==> src/rtl/alu_scan_pkg.sv <==
// Shared definitions for the scan-testable two-stage ALU pipeline:
// op encodings, scan chain length, and the default MISR polynomial.
package alu_scan_pkg;

    typedef enum logic [2:0] {
        OP_ADD  = 3'b000,
        OP_SUB  = 3'b001,
        OP_AND  = 3'b010,
        OP_OR   = 3'b011,
        OP_XOR  = 3'b100,
        OP_SHL  = 3'b101,
        OP_SHR  = 3'b110,
        OP_PASS = 3'b111
    } op_e;

    localparam logic [7:0] MISR_POLY_DEFAULT = 8'hB8;

    // Stage 1 holds valid+op+a+b, stage 2 holds valid+carry+zero+result, MISR optional.
    function automatic int chain_len(input int width, input bit misr_en);
        return 7 + 3 * width + (misr_en ? width : 0);
    endfunction

endpackage

==> src/rtl/alu_scan_opunit.sv <==
// Purely combinational ALU operation unit; all state lives in alu_scan_pipe.
module alu_scan_opunit
    import alu_scan_pkg::*;
#(
    parameter int WIDTH = 8
) (
    input  op_e              op,
    input  logic [WIDTH-1:0] a,
    input  logic [WIDTH-1:0] b,
    output logic [WIDTH-1:0] result,
    output logic             carry,
    output logic             zero
);

    logic [WIDTH:0] sum_s;
    logic [WIDTH:0] diff_s;

    // Operation decode; SUB carry is the inverted borrow, i.e. set when a >= b.
    always_comb begin
        sum_s  = {1'b0, a} + {1'b0, b};
        diff_s = {1'b0, a} - {1'b0, b};
        result = {WIDTH{1'b0}};
        carry  = 1'b0;
        case (op)
            OP_ADD: begin
                result = sum_s[WIDTH-1:0];
                carry  = sum_s[WIDTH];
            end
            OP_SUB: begin
                result = diff_s[WIDTH-1:0];
                carry  = ~diff_s[WIDTH];
            end
            OP_AND:  result = a & b;
            OP_OR:   result = a | b;
            OP_XOR:  result = a ^ b;
            OP_SHL: begin
                result = {a[WIDTH-2:0], 1'b0};
                carry  = a[WIDTH-1];
            end
            OP_SHR: begin
                result = {1'b0, a[WIDTH-1:1]};
                carry  = a[0];
            end
            OP_PASS: result = a;
            default: begin
                result = {WIDTH{1'b0}};
                carry  = 1'b0;
            end
        endcase
    end

    assign zero = (result == {WIDTH{1'b0}});

endmodule

==> src/rtl/alu_scan_pipe.sv <==
// Two-stage ALU pipeline whose flops form one muxed-D scan chain.
// Define ALU_SCAN_MISR_EN to add a result-compacting MISR and the signature port.
module alu_scan_pipe
    import alu_scan_pkg::*;
#(
    parameter int               WIDTH     = 8,
    parameter logic [WIDTH-1:0] MISR_POLY = WIDTH'(MISR_POLY_DEFAULT)
) (
    input  logic             clk,
    input  logic             rst,
    input  logic             scan_en,
    input  logic             scan_in,
    input  logic             in_valid,
    input  logic [2:0]       op_code,
    input  logic [WIDTH-1:0] a,
    input  logic [WIDTH-1:0] b,
    output logic             out_valid,
    output logic [WIDTH-1:0] result,
    output logic             carry,
    output logic             zero,
`ifdef ALU_SCAN_MISR_EN
    output logic [WIDTH-1:0] signature,
`endif
    output logic             scan_out
);

`ifdef ALU_SCAN_MISR_EN
    localparam bit MISR_EN = 1'b1;
`else
    localparam bit MISR_EN = 1'b0;
`endif
    localparam int MISR_W    = MISR_EN ? WIDTH : 0;
    localparam int CHAIN_LEN = chain_len(WIDTH, MISR_EN);
    localparam int STAGE_LEN = 7 + 3 * WIDTH;

    // Field positions inside the chain, LSB upward; MISR (if any) sits at the bottom.
    localparam int S2_RES_LO = MISR_W;
    localparam int S2_ZERO   = S2_RES_LO + WIDTH;
    localparam int S2_CARRY  = S2_ZERO + 1;
    localparam int S2_VALID  = S2_CARRY + 1;
    localparam int S1_B_LO   = S2_VALID + 1;
    localparam int S1_A_LO   = S1_B_LO + WIDTH;
    localparam int S1_OP_LO  = S1_A_LO + WIDTH;
    localparam int S1_VALID  = S1_OP_LO + 3;

    logic [CHAIN_LEN-1:0] chain_r;
    logic [CHAIN_LEN-1:0] chain_next_s;
    logic [STAGE_LEN-1:0] stage_next_s;

    logic             s1_valid_s;
    logic [2:0]       s1_op_s;
    logic [WIDTH-1:0] s1_a_s;
    logic [WIDTH-1:0] s1_b_s;
    logic             s2_valid_s;
    logic             s2_carry_s;
    logic             s2_zero_s;
    logic [WIDTH-1:0] s2_result_s;
    logic [WIDTH-1:0] op_result_s;
    logic             op_carry_s;
    logic             op_zero_s;

    assign s1_valid_s  = chain_r[S1_VALID];
    assign s1_op_s     = chain_r[S1_OP_LO +: 3];
    assign s1_a_s      = chain_r[S1_A_LO +: WIDTH];
    assign s1_b_s      = chain_r[S1_B_LO +: WIDTH];
    assign s2_valid_s  = chain_r[S2_VALID];
    assign s2_carry_s  = chain_r[S2_CARRY];
    assign s2_zero_s   = chain_r[S2_ZERO];
    assign s2_result_s = chain_r[S2_RES_LO +: WIDTH];

    alu_scan_opunit #(
        .WIDTH (WIDTH)
    ) u_opunit (
        .op     (op_e'(s1_op_s)),
        .a      (s1_a_s),
        .b      (s1_b_s),
        .result (op_result_s),
        .carry  (op_carry_s),
        .zero   (op_zero_s)
    );

    // Stage 2 loads regardless of s1_valid; only the valid bit qualifies the data.
    assign stage_next_s = {in_valid, op_code, a, b,
                           s1_valid_s, op_carry_s, op_zero_s, op_result_s};

`ifdef ALU_SCAN_MISR_EN
    logic [WIDTH-1:0] misr_s;
    logic [WIDTH-1:0] misr_next_s;

    assign misr_s = chain_r[WIDTH-1:0];

    // MISR compacts each valid stage-2 result, otherwise holds.
    always_comb begin
        if (s2_valid_s) begin
            misr_next_s = ({misr_s[WIDTH-2:0], 1'b0}
                           ^ (misr_s[WIDTH-1] ? MISR_POLY : {WIDTH{1'b0}}))
                          ^ s2_result_s;
        end else begin
            misr_next_s = misr_s;
        end
    end

    assign signature = misr_s;
`endif

    // Scan mode shifts the whole chain toward the MSB; otherwise functional update.
    always_comb begin
        chain_next_s = chain_r;
        if (scan_en) begin
            chain_next_s = {chain_r[CHAIN_LEN-2:0], scan_in};
        end else begin
`ifdef ALU_SCAN_MISR_EN
            chain_next_s = {stage_next_s, misr_next_s};
`else
            chain_next_s = stage_next_s;
`endif
        end
    end

    // Chain register; reset wins over both scan and functional update.
    always_ff @(posedge clk) begin
        if (rst) begin
            chain_r <= {CHAIN_LEN{1'b0}};
        end else begin
            chain_r <= chain_next_s;
        end
    end

    assign out_valid = s2_valid_s;
    assign result    = s2_result_s;
    assign carry     = s2_carry_s;
    assign zero      = s2_zero_s;
    assign scan_out  = chain_r[CHAIN_LEN-1];

endmodule
==> config.mk <==
export PLATFORM = sky130hd
export DESIGN_NAME = alu_scan_pipe
export DESIGN_NICKNAME = d
export VERILOG_FILES = /design/src/rtl/alu_scan_pkg.sv /design/src/rtl/alu_scan_opunit.sv /design/src/rtl/alu_scan_pipe.sv
export SDC_FILE = /design/constraint.sdc
export NUM_CORES = 1
export LEC_CHECK = 0
export CAP_MARGIN = 0
export CORE_ASPECT_RATIO = 0.7
export CORE_UTILIZATION = 55
export DETAILED_ROUTE_END_ITERATION = 8
export PLACE_DENSITY = 0.8
export SETUP_SLACK_MARGIN = 0.3
export SLEW_MARGIN = 20
export SYNTH_ARGS = -nofsm -noshare
export SYNTH_HDL_FRONTEND = slang
export SYNTH_SLANG_ARGS = --single-unit
==> constraint.sdc <==
create_clock -name clk -period 3 [get_ports clk]
set_input_delay 0.6 -clock clk [delete_from_list [all_inputs] [get_ports clk]]
set_output_delay 0.6 -clock clk [all_outputs]
set_load 0.02 [all_outputs]
==> summary.md <==
### GRT
* antenna violations before repair: 0
* wire length of the first global-routing pass: 10800 um
* maximum number of pins on one net before global-route repair: 32
* gr usage total: 0.279
* vias in the first global route: 2113
* GR Overflow Total: 0

### Clocking
* clock latency reported for the late side of the worst-skew pair: 0.29 ns
* number of buffers created by CTS: 5
* clock net sink count: 31
* maximum clock insertion buffer count: 2
* H-tree lvl count: 2
* CTS tree: done
* clock slew at the register clock pins of the worst setup and hold paths: 0.07 ns
* root buffer cell: sky130_fd_sc_hd__clkbuf_8

### Logic synthesis
* async set or reset register ratio after synthesis: 0
* Synth Net Count: 362
* synthesized netlist cell count: 312
* area fraction of the dominant cell type after synthesis: 0.242
* Synth Area in XOR/XNOR: 0.0102
* synthesized area: 2570 um^2
* number of enable-type register cells in the synthesized netlist: 0
* cell types with the largest area share after synthesis: sky130_fd_sc_hd__dfxtp_1, sky130_fd_sc_hd__mux2i_1, sky130_fd_sc_hd__ha_1
* Synth Area in Simple Gates: 0.166
* count of distinct cell types in the synthesized netlist: 58
* Compound-Gate Fraction of Synth Area: 0.205
* Yosys warning total: 0
* average footprint of a synthesized cell: 8.23 um^2
* main combinational cell family by area after synthesis: compound AO/OA/AOI/OAI gates
* flops & latches, synth: 31
* portion of the post-synthesis area used by sequential elements: 0.242
* Most used DFF post-synth: sky130_fd_sc_hd__dfxtp_1
* fraction of the mapped netlist area in adder cells: 0.133
* library cell occupying the most area in the post-synthesis netlist: sky130_fd_sc_hd__dfxtp_1
* mux cell area share after synthesis: 0.143

### Final layout
* most common cell after layout, fill and taps aside: sky130_fd_sc_hd__nor2_1
* post-layout instance area: 3050 um^2
* largest registers ranked by flip-flop count: chain_r: 31 flops
* final layout net count: 388
* Area growth syn-to-layout: 18.7%
* top library cells by usage in the layout, fill and taps aside: sky130_fd_sc_hd__nor2_1, sky130_fd_sc_hd__clkdlybuf4s50_1, sky130_fd_sc_hd__mux2i_1, sky130_fd_sc_hd__dfxtp_1, sky130_fd_sc_hd__inv_1
* multi-input combinational cell area: 1710 um^2
* share of post-route cells with drive strength above 1: 0.103
* number of fill cells in the layout: 371
* most flop-heavy register: chain_r
* Largest register FFs: 31
* area taken by flip-flops and latches: 623 um^2
* Ant. Diodes: 0

### Timing
* Setup Viol. Count Final: 0
* max frequency: 387 MHz
* Max-slew headroom: 0.485
* Final Critical Period: 2.59 ns
* unrepaired setup endpoints after global routing: yes
* slew at the pin with the worst max-slew slack: 0.767 ns
* final-report max-slew violation count: 0
* final worst setup slack: 0.414 ns
* part of the cycle the worst path needs: 0.862
* hold violation count in the final report: 0
* final sum of negative setup slack: 0 ns
* Clock Skews: 0.00769 ns

### Flow run
* max-cap violation count: 0

### Setup path
* kind of end point of the critical path: register
* maximum net fanout on the critical path: 4
* arrival time of data at the critical path endpoint: 2.78 ns
* CP startpoint kind: register
* type of the setup path with the least slack: reg2reg
* CP Data Required Time: 3.19 ns

### Detailed routing
* number of violations reported at the end of detailed-routing iteration 0: 202
* Initial DRT Pass Iterations: 5
* routed wire length: 6460 um
* antenna-violating nets left: 0
* drt wl/cell: 16.4 um
* DR DRC count: 0
* detailed-route vias per instance: 5.99
* Via Count: 2360

### Floorplanning
* total die area: 4950 um^2
* number of primary I/O pins: 36
* Die H: 59.2 um
* Placement Rows: 20
* effective utilization at floorplan: 0.583
* core area: 4400 um^2
* x dimension of the die: 83.7 um

### Power and ir drop
* worst supply voltage drop on vdd: 0.366 mV
* pwr dens: 434 nW/um^2
* leakage power: 1.28 nW
* PnR Total Power: 0.00132 W

### Placed design
* detailed placer's ending HPWL: 4780 um
* quantity of I/O buffers inserted on ports: 35
* weighted congestion at the end of routability-driven global placement: 1.03
* worst-case setup slack after placement: 0.230 ns
* cell area after placement: 2900 um^2

### Min path
* worst hold path type: reg2reg

### Outcome
* result of the run: finished, final reports clean

worst max-delay path, cell delays in order (launching register included):
cell,delay (ns)
sky130_fd_sc_hd__dfxtp_2,0.35
sky130_fd_sc_hd__inv_1,0.18
sky130_fd_sc_hd__ha_4,0.24
sky130_fd_sc_hd__o21ba_2,0.23
sky130_fd_sc_hd__or4_4,0.44
sky130_fd_sc_hd__a211oi_2,0.25
sky130_fd_sc_hd__a211oi_2,0.06
sky130_fd_sc_hd__xnor2_1,0.13
sky130_fd_sc_hd__a211o_1,0.33
sky130_fd_sc_hd__o32ai_2,0.28
worst paths after layout:
path / startpoint / end / slack (ns) / cells past startpoint
worst max-delay path: chain_r[12] / chain_r[8] / 0.41 / 9
worst min-delay path: chain_r[8] / chain_r[9] / 0.48 / 2
worst max register to register: chain_r[12] / chain_r[8] / 0.41 / 9
worst min register to register: chain_r[8] / chain_r[9] / 0.48 / 2
what timing repair did:
item,CTS,global route
setup buffers,0,1
resized for setup,2,5
setup endpoints to repair,2,2
pin swaps,0,1
gates cloned,0,0
hold buffers,0,0
cell type report:
| class | count | area share |
|---|---|---|
| well taps | 55 | 0.0226 |
| flip-flops and latches | 31 | 0.205 |
| inverters | 29 | 0.0357 |
| multi-input cells | 226 | 0.561 |
| clock buffers | 6 | 0.0271 |
| clock inverters | 2 | 0.0115 |
| repair buffers | 45 | 0.138 |
through the flow:
step | utilization | cells | hold WS [ns]
4_1_cts | 0.686 | 393 | 0.482
3_3_place_gp | 0.657 | 385 | 0.461
2_1_floorplan | - | 312 | 0.441
3_5_place_dp | 0.657 | 385 | 0.472
5_1_grt | 0.692 | 394 | 0.510
6_report | 0.692 | 394 | 0.480
synthesized netlist by cell type (all sizes together), types with 5 or more instances:
cell	n
buf	19
inv	28
nand2b	5
nand2	22
a211oi	6
a21oi	19
ha	24
o21ai	6
o21a	5
clkbuf	7
nor2	41
mux2i	31
dfxtp	31
per-layer routing:
metal	global-route usage	wire length [um]	part of all wire	up-vias
li1	-	-	-	1137
met1	0.401	3070	0.48	1100
met2	0.425	2790	0.43	108
met3	0.0543	486	0.075	15
met4	0.0872	113	0.017	0
met5	0.0202	0	0	-
kinds of logic (layout without fill, tap and decap cells):
logic type      count (synthesis)  count (layout)
simple gates                   92              92
compound gates                 71              71
buf+inv                        55              82
mux                            34              34
flops                          31              31
fa+ha+maj                      26              26
xor+xnor                        3               3
where the power goes:
group	total [W]	internal, W	switching (W)	leakage (nW)
Sequential	0.000473	0.000440	0.0000339	0.256
Combinational	0.000411	0.000194	0.000216	0.965
Clock	0.000438	0.000269	0.000169	0.0612
Power figures use the tool's default switching activity.
